[config.mk]
export PLATFORM = sky130hd
export DESIGN_NAME = router_pkt_reader
export DESIGN_NICKNAME = d
export VERILOG_FILES = /design/src/rtl/router_pkg.sv /design/src/rtl/router_rd_skid.sv /design/src/rtl/router_pkt_reader.sv
export SDC_FILE = /design/constraint.sdc
export NUM_CORES = 1
export LEC_CHECK = 0
export CORE_ASPECT_RATIO = 1.2
export CORE_UTILIZATION = 37
export CTS_CLUSTER_SIZE = 12
export DETAILED_ROUTE_END_ITERATION = 10
export GPL_ROUTABILITY_DRIVEN = 0
export GPL_TIMING_DRIVEN = 1
export HOLD_SLACK_MARGIN = 0.03
export PLACE_DENSITY = 0.57
export SLEW_MARGIN = 25
export SYNTH_ARGS = -nofsm -noshare
export SYNTH_HDL_FRONTEND = slang
export SYNTH_SLANG_ARGS = --single-unit
[constraint.sdc]
create_clock -name clock -period 4.7 [get_ports clock]
set_input_delay 0.705 -clock clock [delete_from_list [all_inputs] [get_ports clock]]
set_output_delay 0.705 -clock clock [all_outputs]
set_load 0.01 [all_outputs]
[src/rtl/router_pkg.sv]
// ----------------------------------------------------------------------------
// router_pkg
//   Shared definitions for the router destination-side packet reader.
//   Packet format: header = {len[5:0], addr[1:0]}, len payload bytes, then one
//   parity byte equal to the XOR of the header and every payload byte.
//   Contents:
//     - header field positions, address width, maximum payload length
//     - beat_t : one byte plus its sop/eop/err tags as presented to the client
//     - helpers to pull fields out of a header and to check parity
// ----------------------------------------------------------------------------
package router_pkg;

  localparam int HDR_LEN_MSB = 7;
  localparam int HDR_LEN_LSB = 2;
  localparam int ADDR_W      = 2;
  localparam int MAX_LEN     = 63;
  localparam int LEN_W       = $clog2(MAX_LEN + 1);

  typedef struct packed {
    logic [7:0] data;
    logic       sop;
    logic       eop;
    logic       err;
  } beat_t;

  // Payload length field of a header byte.
  function automatic logic [LEN_W-1:0] hdr_len_of(input logic [7:0] hdr);
    return hdr[HDR_LEN_MSB:HDR_LEN_LSB];
  endfunction

  // Destination address field of a header byte.
  function automatic logic [ADDR_W-1:0] hdr_addr_of(input logic [7:0] hdr);
    return hdr[ADDR_W-1:0];
  endfunction

  // True when the received parity byte disagrees with the running XOR.
  function automatic logic parity_mismatch(input logic [7:0] acc,
                                           input logic [7:0] par);
    return ((acc ^ par) != 8'h00);
  endfunction

endpackage

[src/rtl/router_rd_skid.sv]
// ----------------------------------------------------------------------------
// router_rd_skid
//   Two-entry beat buffer between the FIFO capture stage and the client
//   stream. The head entry is held in registers and drives the client
//   outputs directly, so the presented beat is stable while stalled.
//   Ports:
//     clock, resetn   : system clock, synchronous active-low reset
//     flush_i         : synchronous flush (empties the buffer)
//     push_valid_i    : write push_beat_i this cycle
//     push_beat_i     : beat to store
//     pop_ready_i     : client ready; a pop happens on head_valid_o && ready
//     head_valid_o    : head entry valid
//     head_beat_o     : head entry contents
//     occ_o           : number of stored beats (0..2)
//   The upstream credit check guarantees a push never meets a full buffer
//   unless a pop happens in the same cycle.
// ----------------------------------------------------------------------------
module router_rd_skid
  import router_pkg::*;
(
  input  logic       clock,
  input  logic       resetn,
  input  logic       flush_i,
  input  logic       push_valid_i,
  input  beat_t      push_beat_i,
  input  logic       pop_ready_i,
  output logic       head_valid_o,
  output beat_t      head_beat_o,
  output logic [1:0] occ_o
);

  beat_t      e0_q, e0_d;
  beat_t      e1_q, e1_d;
  logic [1:0] occ_q, occ_d;
  logic       valid_q, valid_d;
  logic       pop_s;

  assign pop_s = valid_q && pop_ready_i;

  // Next-state for the two entries and the occupancy count.
  always_comb begin
    e0_d  = e0_q;
    e1_d  = e1_q;
    occ_d = occ_q;
    case (occ_q)
      2'd0: begin
        if (push_valid_i) begin
          e0_d  = push_beat_i;
          occ_d = 2'd1;
        end else begin
          occ_d = 2'd0;
        end
      end
      2'd1: begin
        if (push_valid_i && pop_s) begin
          e0_d = push_beat_i;
        end else if (push_valid_i) begin
          e1_d  = push_beat_i;
          occ_d = 2'd2;
        end else if (pop_s) begin
          occ_d = 2'd0;
        end else begin
          occ_d = 2'd1;
        end
      end
      2'd2: begin
        if (pop_s) begin
          e0_d = e1_q;
          if (push_valid_i) begin
            e1_d = push_beat_i;
          end else begin
            occ_d = 2'd1;
          end
        end else begin
          occ_d = 2'd2;
        end
      end
      default: begin
        occ_d = 2'd0;
      end
    endcase
    valid_d = (occ_d != 2'd0);
  end

  // Buffer state registers; reset and flush both empty the buffer.
  always_ff @(posedge clock) begin
    if (!resetn || flush_i) begin
      e0_q    <= '0;
      e1_q    <= '0;
      occ_q   <= 2'd0;
      valid_q <= 1'b0;
    end else begin
      e0_q    <= e0_d;
      e1_q    <= e1_d;
      occ_q   <= occ_d;
      valid_q <= valid_d;
    end
  end

  assign head_valid_o = valid_q;
  assign head_beat_o  = e0_q;
  assign occ_o        = occ_q;

endmodule

[src/rtl/router_pkt_reader.sv]
// ----------------------------------------------------------------------------
// router_pkt_reader
//   Destination-side consumer for one router output FIFO. Issues read_enb,
//   captures the byte returned one cycle later, tags it as header / payload /
//   parity, checks parity and hands each byte to the client on a valid/ready
//   stream through a two-entry buffer.
//   Ports:
//     clock, resetn          : system clock, synchronous active-low reset
//     soft_reset             : synchronous flush, aligned with the FIFO flush
//     fifo_empty, fifo_data  : FIFO status and registered read data
//     read_enb               : FIFO read strobe (combinational)
//     pkt_data/valid/ready   : client byte stream
//     pkt_sop, pkt_eop       : header / parity beat tags
//     pkt_err                : parity mismatch, meaningful with pkt_eop
//     hdr_addr               : address of the last captured header
//     pkt_cnt, err_cnt       : saturating packet / parity-error counters
//   Parameters:
//     CNT_W     : statistics counter width
//     BUF_DEPTH : output buffer depth, only 2 is supported
// ----------------------------------------------------------------------------
module router_pkt_reader
  import router_pkg::*;
#(
  parameter int CNT_W     = 16,
  parameter int BUF_DEPTH = 2
) (
  input  logic              clock,
  input  logic              resetn,
  input  logic              soft_reset,
  input  logic              fifo_empty,
  input  logic [7:0]        fifo_data,
  output logic              read_enb,
  output logic [7:0]        pkt_data,
  output logic              pkt_valid,
  input  logic              pkt_ready,
  output logic              pkt_sop,
  output logic              pkt_eop,
  output logic              pkt_err,
  output logic [ADDR_W-1:0] hdr_addr,
  output logic [CNT_W-1:0]  pkt_cnt,
  output logic [CNT_W-1:0]  err_cnt
);

  localparam logic [2:0] CREDIT_LIMIT = 3'(BUF_DEPTH);

  logic              inflight_q;
  logic [6:0]        iss_cnt_q, iss_cnt_d;
  logic [6:0]        cap_cnt_q, cap_cnt_d;
  logic [LEN_W-1:0]  hdr_len_q, hdr_len_d;
  logic [ADDR_W-1:0] hdr_addr_q, hdr_addr_d;
  logic [7:0]        acc_q, acc_d;
  logic [CNT_W-1:0]  pkt_cnt_q, pkt_cnt_d;
  logic [CNT_W-1:0]  err_cnt_q, err_cnt_d;

  logic              head_valid_s;
  beat_t             head_beat_s;
  logic [1:0]        occ_s;
  logic              pop_s;
  logic [2:0]        credit_s;
  logic [LEN_W-1:0]  len_eff_s;
  logic              issue_ok_s;
  logic              iss_last_s;
  logic              read_enb_s;
  beat_t             cap_beat_s;

  // ---------------------------------------------------------------- issue
  // A beat leaving the buffer this cycle frees its slot in time for the byte
  // read now, which lands two edges later; this keeps 1 byte/cycle streaming.
  assign pop_s    = head_valid_s && pkt_ready;
  assign credit_s = {1'b0, occ_s} - {2'b00, pop_s} + {2'b00, inflight_q};

  // The second read of a packet coincides with the header capture, so the
  // length is taken straight from fifo_data in that one cycle.
  assign len_eff_s = (inflight_q && (cap_cnt_q == 7'd0)) ? hdr_len_of(fifo_data)
                                                         : hdr_len_q;

  assign issue_ok_s = (iss_cnt_q < 7'd2) ? 1'b1
                                         : (iss_cnt_q < ({1'b0, hdr_len_q} + 7'd2));

  // The read that brings the count to len+2 fetches the parity byte.
  assign iss_last_s = ((iss_cnt_q + 7'd1) == ({1'b0, len_eff_s} + 7'd2));

  assign read_enb_s = !fifo_empty && !soft_reset && resetn &&
                      (credit_s < CREDIT_LIMIT) && issue_ok_s;
  assign read_enb   = read_enb_s;

  // Per-packet issue counter; wraps after the parity read so the next read
  // is the following header.
  always_comb begin
    if (read_enb_s) begin
      if (iss_last_s) begin
        iss_cnt_d = 7'd0;
      end else begin
        iss_cnt_d = iss_cnt_q + 7'd1;
      end
    end else begin
      iss_cnt_d = iss_cnt_q;
    end
  end

  // -------------------------------------------------------------- capture
  // Tag the returning byte, run the parity XOR and update statistics.
  always_comb begin
    cap_cnt_d       = cap_cnt_q;
    hdr_len_d       = hdr_len_q;
    hdr_addr_d      = hdr_addr_q;
    acc_d           = acc_q;
    pkt_cnt_d       = pkt_cnt_q;
    err_cnt_d       = err_cnt_q;
    cap_beat_s.data = fifo_data;
    cap_beat_s.sop  = 1'b0;
    cap_beat_s.eop  = 1'b0;
    cap_beat_s.err  = 1'b0;
    if (inflight_q) begin
      if (cap_cnt_q == 7'd0) begin
        cap_beat_s.sop = 1'b1;
        hdr_len_d      = hdr_len_of(fifo_data);
        hdr_addr_d     = hdr_addr_of(fifo_data);
        acc_d          = fifo_data;
        cap_cnt_d      = 7'd1;
      end else if (cap_cnt_q <= {1'b0, hdr_len_q}) begin
        acc_d     = acc_q ^ fifo_data;
        cap_cnt_d = cap_cnt_q + 7'd1;
      end else begin
        cap_beat_s.eop = 1'b1;
        cap_beat_s.err = parity_mismatch(acc_q, fifo_data);
        cap_cnt_d      = 7'd0;
        if (&pkt_cnt_q) begin
          pkt_cnt_d = pkt_cnt_q;
        end else begin
          pkt_cnt_d = pkt_cnt_q + {{(CNT_W-1){1'b0}}, 1'b1};
        end
        if (cap_beat_s.err && !(&err_cnt_q)) begin
          err_cnt_d = err_cnt_q + {{(CNT_W-1){1'b0}}, 1'b1};
        end else begin
          err_cnt_d = err_cnt_q;
        end
      end
    end else begin
      cap_cnt_d = cap_cnt_q;
    end
  end

  // Parser state; soft_reset drops the packet in progress but keeps the
  // address and statistics.
  always_ff @(posedge clock) begin
    if (!resetn) begin
      inflight_q <= 1'b0;
      iss_cnt_q  <= 7'd0;
      cap_cnt_q  <= 7'd0;
      hdr_len_q  <= '0;
      hdr_addr_q <= '0;
      acc_q      <= 8'h00;
      pkt_cnt_q  <= '0;
      err_cnt_q  <= '0;
    end else if (soft_reset) begin
      inflight_q <= 1'b0;
      iss_cnt_q  <= 7'd0;
      cap_cnt_q  <= 7'd0;
      hdr_len_q  <= '0;
      hdr_addr_q <= hdr_addr_q;
      acc_q      <= 8'h00;
      pkt_cnt_q  <= pkt_cnt_q;
      err_cnt_q  <= err_cnt_q;
    end else begin
      inflight_q <= read_enb_s;
      iss_cnt_q  <= iss_cnt_d;
      cap_cnt_q  <= cap_cnt_d;
      hdr_len_q  <= hdr_len_d;
      hdr_addr_q <= hdr_addr_d;
      acc_q      <= acc_d;
      pkt_cnt_q  <= pkt_cnt_d;
      err_cnt_q  <= err_cnt_d;
    end
  end

  // --------------------------------------------------------------- output
  router_rd_skid u_skid (
    .clock        (clock),
    .resetn       (resetn),
    .flush_i      (soft_reset),
    .push_valid_i (inflight_q),
    .push_beat_i  (cap_beat_s),
    .pop_ready_i  (pkt_ready),
    .head_valid_o (head_valid_s),
    .head_beat_o  (head_beat_s),
    .occ_o        (occ_s)
  );

  assign pkt_valid = head_valid_s;
  assign pkt_data  = head_beat_s.data;
  assign pkt_sop   = head_beat_s.sop;
  assign pkt_eop   = head_beat_s.eop;
  assign pkt_err   = head_beat_s.err;
  assign hdr_addr  = hdr_addr_q;
  assign pkt_cnt   = pkt_cnt_q;
  assign err_cnt   = err_cnt_q;

endmodule

-- Word level (Yosys, flattened, before mapping)
Index checks and enable logic that the tools add are counted.
- output and inout bits: 47
- bits of input ports: 13
- flip-flop bits (word level): 88
- word-level logic and storage cells: 99
- add/subtract/negate cells: 8
- reduce and logical (&&, ||, !) cells: 30
- eq/ne operators: 7
- muxes and demuxes: 26
- magnitude comparators: 4
- bitwise logic cells: 6
- operators by type and width (cell ; number):
    11-bit 2-to-1 mux ; 6
    11-bit one-hot mux with 3 select lines ; 1
    16-bit by 1-bit adder with 16-bit output, second input constant ; 2
    16-bit AND reduction ; 2
    11-bit one-hot mux with 2 select lines ; 1
    7-bit 2-to-1 mux ; 3
    8-bit 2-to-1 mux ; 2
    6-bit by 2-bit adder with 7-bit output, second input constant ; 2
    7-bit by 1-bit adder with 7-bit output, second input constant ; 2
    2-bit 2-to-1 mux ; 6
    5-bit AND reduction ; 2
    1-bit logical AND ; 8
    8-bit nonzero test ; 1
    8-bit XOR ; 1
    7-bit equality test ; 1
    7-bit by 6-bit <= comparator with 1-bit output ; 1
    7-bit zero test ; 1
    7-bit by 2-bit < comparator with 1-bit output, second input constant ; 1
    7-bit < comparator ; 1
    6-bit 2-to-1 mux ; 1
    2-bit inequality test, second input constant ; 3
    2-bit one-hot mux with 3 select lines ; 1
    3-bit AND reduction ; 2
    2-bit nonzero test ; 3
    16 further kinds ; 27

-- Longest topological paths before layout
Gate-level depths: netlist of run 1.
- depth in word-level cells: 8
- mapped depth: 15
- mapped depth without buffers: 14

-- Hierarchy
Synthesis of run 1 repeated with hierarchy kept, for this count alone.
- cells, all modules: 631
- area total of the unflattened synthesis: 5315.1 µm²
- by module, submodules not included (module ; cells each ; seq. area each (µm²) ; area an instance (µm²) ; times used):
    router_pkt_reader ; 511 ; 1261.2 ; 4146.5 ; 1
    router_rd_skid ; 120 ; 500.5 ; 1168.6 ; 1

-- Worst setup path before layout of run 1
Ideal clock, no wire load.
- kind: register -> register
- from: register cap_cnt_q[2]
- to: register iss_cnt_q[2]
- setup slack: 1.575 ns
- setup time: 0.091 ns
- period minus slack after synthesis: 3.125 ns
- buffers on the path: 2
- data arrival time: 3.034 ns
- required time: 4.609 ns
- cell stages (with the launch flop): 15
- cells stage by stage: dfxtp_1 > or4_4 > buf_6 > nor2_8 > buf_6 > mux2i_1 > inv_1 > ha_1 > nand2_1 > mux2i_2 > and4_1 > a211o_1 > nor3_2 > o21ai_2 > a311oi_1
- longest elaborated chain between the ends: 6
- RTL lines (element ; RTL line ; source):
    start, declared ; router_pkt_reader.sv:48 ; logic [6:0] cap_cnt_q, cap_cnt_d;
    start signal, assigned ; router_pkt_reader.sv:168 ; cap_cnt_q <= cap_cnt_d;
    7-bit zero test ; router_pkt_reader.sv:74 ; assign len_eff_s = (inflight_q && (cap_cnt_q == 7'd0)) ? hdr_len_of(fifo_data)
    1-bit logical AND ; router_pkt_reader.sv:74 ;
    6-bit 2-to-1 mux ; router_pkt_reader.sv:74 ;
    6-bit by 2-bit adder with 7-bit output ; router_pkt_reader.sv:81 ; assign iss_last_s = ((iss_cnt_q + 7'd1) == ({1'b0, len_eff_s} + 7'd2));
    7-bit equality test ; router_pkt_reader.sv:81 ;
    7-bit 2-to-1 mux ; router_pkt_reader.sv:91 ; if (iss_last_s) begin
    end signal, assigned ; router_pkt_reader.sv:167 ; iss_cnt_q <= iss_cnt_d;
    end, declared ; router_pkt_reader.sv:47 ; logic [6:0] iss_cnt_q, iss_cnt_d;
No other way between the ends.
A chain may end at the register's enable or synchronous reset.

-- Worst setup path after layout of run 1
- from: input port pkt_ready
- to: output port read_enb
- longest elaborated chain between the ends: 6
- RTL lines (element ; RTL line ; source):
    start, declared ; router_pkt_reader.sv:35 ; input logic pkt_ready,
    1-bit logical AND ; router_pkt_reader.sv:69 ; assign pop_s = head_valid_s && pkt_ready;
    2-bit by 1-bit subtractor with 3-bit output ; router_pkt_reader.sv:70 ; assign credit_s = {1'b0, occ_s} - {2'b00, pop_s} + {2'b00, inflight_q};
    3-bit by 1-bit adder with 3-bit output ; router_pkt_reader.sv:70 ;
    3-bit by 2-bit < comparator with 1-bit output ; router_pkt_reader.sv:84 ; (credit_s < CREDIT_LIMIT) && issue_ok_s;
    1-bit logical AND ; router_pkt_reader.sv:83 ; assign read_enb_s = !fifo_empty && !soft_reset && resetn &&
    1-bit logical AND ; router_pkt_reader.sv:84 ;
    end, declared ; router_pkt_reader.sv:32 ; output logic read_enb,
No other way between the ends.

==> run metrics, run 1 <==
outcome=complete, no violations; CTS resizes=0; Synth Area per Inst=8.22 µm²; Pleak=approximately 2.1 nW; Achievable Freq=around 240 MHz; core box area=between 10000 and 15000 µm²; GRT busiest layer=met2; most common cell after layout, fill and taps aside=dfxtp_1; GRT overflow=0; Critical Path End Type=primary output; Top FF cell, synth=dfxtp_1; largest cells by area after synthesis=dfxtp_1 (36%), xnor2_1 (6.3%), nand2_1 (5.4%); drt initial violations=182; Setup WS post-layout=0.556 ns; Final Hold Vio Count=0; Design Power=1.59 mW; Post-CTS Setup Bufs=0; Die X=107 µm; WHS Endpoint=u_skid.head_beat_o[5]; minimum clock period=between 4 and 5 ns; routed vias=between 4k and 5k; H-tree levels=3; worst r2r src=cap_cnt_q[2]; Tcrit/Tclk final=0.882; final wirelength=12.0 mm; CP Data Required Time=roughly 4 ns; clk sink count=88; peak supply drop=216 µV; Fin Setup TNS=0 ns; Worst Hold Class=flip-flop to flip-flop; met3 usage=0.0285; hold path cells=2; most frequent cells in the layout=dfxtp_1 (88), nand2_1 (71), nor2_1 (69); io pins=60; drt wl/cell=14.8 µm; area grow syn2layout=20.8%; Rel. slew slack=0.489; post-place setup slack=0.560 ns; Initial Util=0.383; first-pass GRT wire length=20.3 mm; cell count after synthesis=595; 1st-pass router iterations=4; die height=roughly 130 µm; multi-input logic area=2930 µm²; placed instance area=5610 µm²; diode count=0; num rows=45; P per Cell Area=270 nW/µm²; GR Util met2=0.320; DRT antenna net count=0; CTS clk-pin slew, worst paths=0.07 ns; reg-to-reg slack, setup=1.34 ns; leading area contributor after synthesis=dfxtp_1; critical path class=input pin to primary output; post-synth top area share=0.360; worst-path fanout max=4; Final Util=0.463; Fill cells=around 1.3k; pin count of the biggest net entering global routing=42; Final setup viols=0; vias in the first global route=around 4.2k; slew of the pin with the lowest slew margin=0.766 ns; routed vias/inst=5.42; number of synthesized flops with an enable pin=0; hold wc startpoint=u_skid.e1_q[5]; die area=13700 µm²; R2R cell count=12; Num CTS Buffers=9; critical path launch point type=input pin; share of cells above drive strength 1=0.0694; Final Max Slew Viols=0; Nets=~680; cts hold-fix bufs=0; synthesized area=4890 µm²; Worst Path Arrival=3.44 ns; Async S/R FF share, synth=0; syn nets=629; RSZ-0062 raised after global routing=false; Clock Latency Late Sink=around 0.35 ns; root buffer cell=clkbuf_16; Final Skew=0.00882 ns; post-synthesis sequential area ratio=0.360; HPWL Detailed=8.75 mm; CTS tree=yes; number of buffers added on ports=a little under 60; Post-Layout Inst Area=~5900 µm²; reg2reg end=iss_cnt_q[0]; All-Layer GR Usage=0.186; Max-cap violations=0; Distinct cells, synth=59; initial antenna violation count=0; Ys Warns=0; Yosys reg bits=between 80 and 90; Max clock buf depth=2; met1 usage=0.226; residual DRC count=0; register area=1760 µm²
[metal layers]
metal	vias up	routed length, µm
met5	-	0
li1	2202	-
met3	28	307
met1	2095	5470
met2	74	5900
met4	0	328
[how the worst max path moves through the flow]
stage	start	end	slack, ns	cells past startpoint
after floorplan	cap_cnt_q[2]	iss_cnt_q[2]	1.58	14
after global placement	pkt_ready	read_enb	0.50	10
after detailed placement	pkt_ready	read_enb	0.56	10
after CTS	pkt_ready	read_enb	0.52	10
after global routing	pkt_ready	read_enb	0.34	10
final	pkt_ready	read_enb	0.56	10
[logic make-up (layout without fill, tap and decap cells)]
kind of cell	after synthesis	in the layout	synth area share
multiplexers	26	26	0.0545
buffers and inverters	50	103	0.0422
AO/OA/AOI/OAI	101	101	0.139
AND/OR/NAND/NOR	261	261	0.263
flip-flops	88	88	0.360
adder cells (fa/ha/maj)	21	21	0.0552
XOR/XNOR	48	48	0.0859
[registers in the layout (all words and copies together), names as in the netlist]
signal / cells
err_cnt: 16
u_skid.head_beat_o: 11
inflight_q: 1
u_skid.head_valid_o: 1
hdr_len_q: 6
u_skid.e1_q: 11
pkt_cnt: 16
cap_cnt_q: 7
u_skid.occ_o: 2
hdr_addr: 2
acc_q: 8
iss_cnt_q: 7
[cells in the mapped netlist, drive strengths merged (2+ instances only)]
cell type and n:
nor3b 3, nor3 16, and2 2, a311oi 11, nor4 12, o21a 6, nand4 9, mux2 2
or4 4, and4 5, nor4b 5, ha 20, a22o 2, xnor2 35, inv 21, o31ai 3
nand3 39, a211o 3, nor2b 3, and3 6, a31oi 10, a21boi 2, clkbuf 23, mux2i 24
xor2 13, nand3b 2, buf 6, a31o 3, nand2b 10, o21ai 31, dfxtp 88, a211oi 2
nand2 71, nor2 71, a21oi 20
[power breakdown]
part           leakage [nW]  switching (mW)  internal, mW
Clock                 0.146           0.308         0.412
Combinational          1.24          0.0709        0.0449
Sequential            0.710         0.00678         0.752
Total                  2.09           0.386          1.21
[cell type report]
type | instances | area share
Multi-Input combinational cell | 457 | 0.495
Timing Repair Buffer | 66 | 0.109
Clock buffer | 9 | 0.0381
Sequential cell | 88 | 0.298
Clock inverter | 7 | 0.0119
Tap cell | 164 | 0.0347
Inverter | 21 | 0.0133
[per-stage QoR]
step | std cells | hold slack, ns
global route | 812 | 0.505
global placement | 796 | 0.461
detailed placement | 796 | 0.466
CTS | 812 | 0.476
floorplan | 595 | 0.454
finish | 812 | 0.473
[critical path, cell delays in order]
cell and delay, ns:
clkdlybuf4s50_1 0.46, nand2_1 0.10, inv_1 0.09, ha_1 0.23, nor2_1 0.12, fa_1 0.42, nor4_1 0.36, buf_4 0.19
nor2b_1 0.20, clkdlybuf4s50_1 0.57
Note: power is estimated with default switching activity, not from simulation.
==> run 2: changes to the inputs <==
--- a/config.mk
+++ b/config.mk
@@ -6,6 +6,7 @@
 export NUM_CORES = 1
 export LEC_CHECK = 0
 export CORE_ASPECT_RATIO = 1.2
+export CORE_MARGIN = 2
 export CORE_UTILIZATION = 37
 export CTS_CLUSTER_SIZE = 12
 export DETAILED_ROUTE_END_ITERATION = 10
==> run metrics, run 2 (synthesis gave the netlist of run 1 again) <==
io pins=60; die area=between 10000 and 15000 µm²; slew of the pin with the lowest slew margin=0.870 ns; share of cells above drive strength 1=0.0694; Final Util=0.453; worst r2r src=inflight_q; met1 usage=0.218; CTS resizes=0; R2R cell count=13; HPWL Detailed=8.84 mm; Final setup viols=0; residual DRC count=0; outcome=complete, no violations; pin count of the biggest net entering global routing=42; dpl cells=800; clk sink count=88; GRT overflow=0; Final Hold Vio Count=0; Final Skew=0.00795 ns; Num CTS Buffers=9; cts hold-fix bufs=0; diode count=0; Die X=109 µm; Final Max Slew Viols=0; Clock Latency Late Sink=0.35 ns; Fin Setup TNS=0 ns; Worst Hold Class=flip-flop to flip-flop; number of buffers added on ports=59; Critical Path End Type=primary output; Rel. slew slack=0.416; vias in the first global route=~4.2k; crit path launch=pkt_ready; DRT antenna net count=0; num rows=46; Max-cap violations=0; GRT busiest layer=met2; RSZ-0062 raised after global routing=false; initial antenna violation count=0; reg2reg end=iss_cnt_q[3]; CTS tree=yes; H-tree levels=3; CTS clk-pin slew, worst paths=around 0.060 ns; root buffer cell=clkbuf_16; hold_ws=0.479 ns; final wirelength=12.3 mm; most common cell after layout, fill and taps aside=dfxtp_1; Max clock buf depth=2; critical path launch point type=input pin; Nets=677; routed vias=around 4.4k; worst-path fanout max=4; Post-CTS Setup Bufs=0; core box area=13100 µm²; first-pass GRT wire length=20.2 mm; All-Layer GR Usage=0.180; drt wl/cell=about 15 µm; Achievable Freq=243 MHz; P per Cell Area=270 nW/µm²; crit path to=read_enb; GR Util met2=0.319; drt initial violations=201; most frequent cells in the layout=dfxtp_1 (88), nand2_1 (71), nor2_1 (69); die height=130 µm; area grow syn2layout=21.0%; peak supply drop=about 200 µV; minimum clock period=4.11 ns; critical path class=input pin to primary output; Initial Util=0.375; reg-to-reg slack, setup=around 1.2 ns; Pleak=2.09 nW; routed vias/inst=~5.3; Worst Path Arrival=3.41 ns; fin cells=approximately 800; Tcrit/Tclk final=0.875; CP Data Required Time=3.99 ns; met3 usage=0.0340; 1st-pass router iterations=4
run 2: changes by cell type in the layout (fill, tap and decap cells not counted), sizes merged:
cell | before | now
clkinv | 4 | 2
clkinvlp | 1 | 2
clkbuf | 9 | 10
run 2: metrics by stage:
stage | total power, mW | instance area (µm²) | worst slack (ns)
final | 1.60 | 5920 | 0.585
after global routing | 1.66 | 5920 | 0.364
after CTS | 1.62 | 5920 | 0.567
after detailed placement | 0.892 | 5620 | 0.595
after global placement | 0.890 | 5620 | 0.586
after floorplan | 0.850 | 4890 | 1.58
run 2: area by class of cell:
class | instances | area [µm²]
Fill cell | 1306 | 7140
Multi-Input combinational cell | 457 | 2930
Sequential cell | 88 | 1760
Timing Repair Buffer | 66 | 643
Clock buffer | 10 | 229
Tap cell | 168 | 210
Inverter | 21 | 78.8
Clock inverter | 6 | 67.6
run 2: worst max-delay path: stages:
cell,delay [ns]
clkdlybuf4s50_1,0.46
nand2_1,0.10
inv_1,0.09
ha_1,0.22
nor2_1,0.12
fa_1,0.43
nor4_1,0.35
buf_4,0.19
nor2b_1,0.18
clkdlybuf4s50_1,0.56
run 2: worst min-delay path by stage:
| stage | from | to | slack (ns) | depth (start not counted) |
|---|---|---|---|---|
| final | u_skid.e1_q[5] | u_skid.head_beat_o[5] | 0.48 | 2 |
| after CTS | u_skid.e1_q[5] | u_skid.head_beat_o[5] | 0.48 | 2 |
| after global routing | u_skid.e1_q[4] | u_skid.head_beat_o[4] | 0.51 | 2 |
| after floorplan | u_skid.e1_q[2] | u_skid.e1_q[2] | 0.45 | 2 |
| after detailed placement | u_skid.e1_q[2] | u_skid.head_beat_o[2] | 0.47 | 2 |
| after global placement | u_skid.e1_q[5] | u_skid.head_beat_o[5] | 0.46 | 2 |
run 2: where the power goes:
group	switching [mW]	internal [mW]
sequential	0.00681	0.752
clock	0.313	0.414
combinational	0.0711	0.0451
run 2: metal layers:
metal	share of wire	routed length, µm
met1	0.46	5640
met2	0.49	6060
met3	0.030	373
met4	0.014	176
met5	0	0
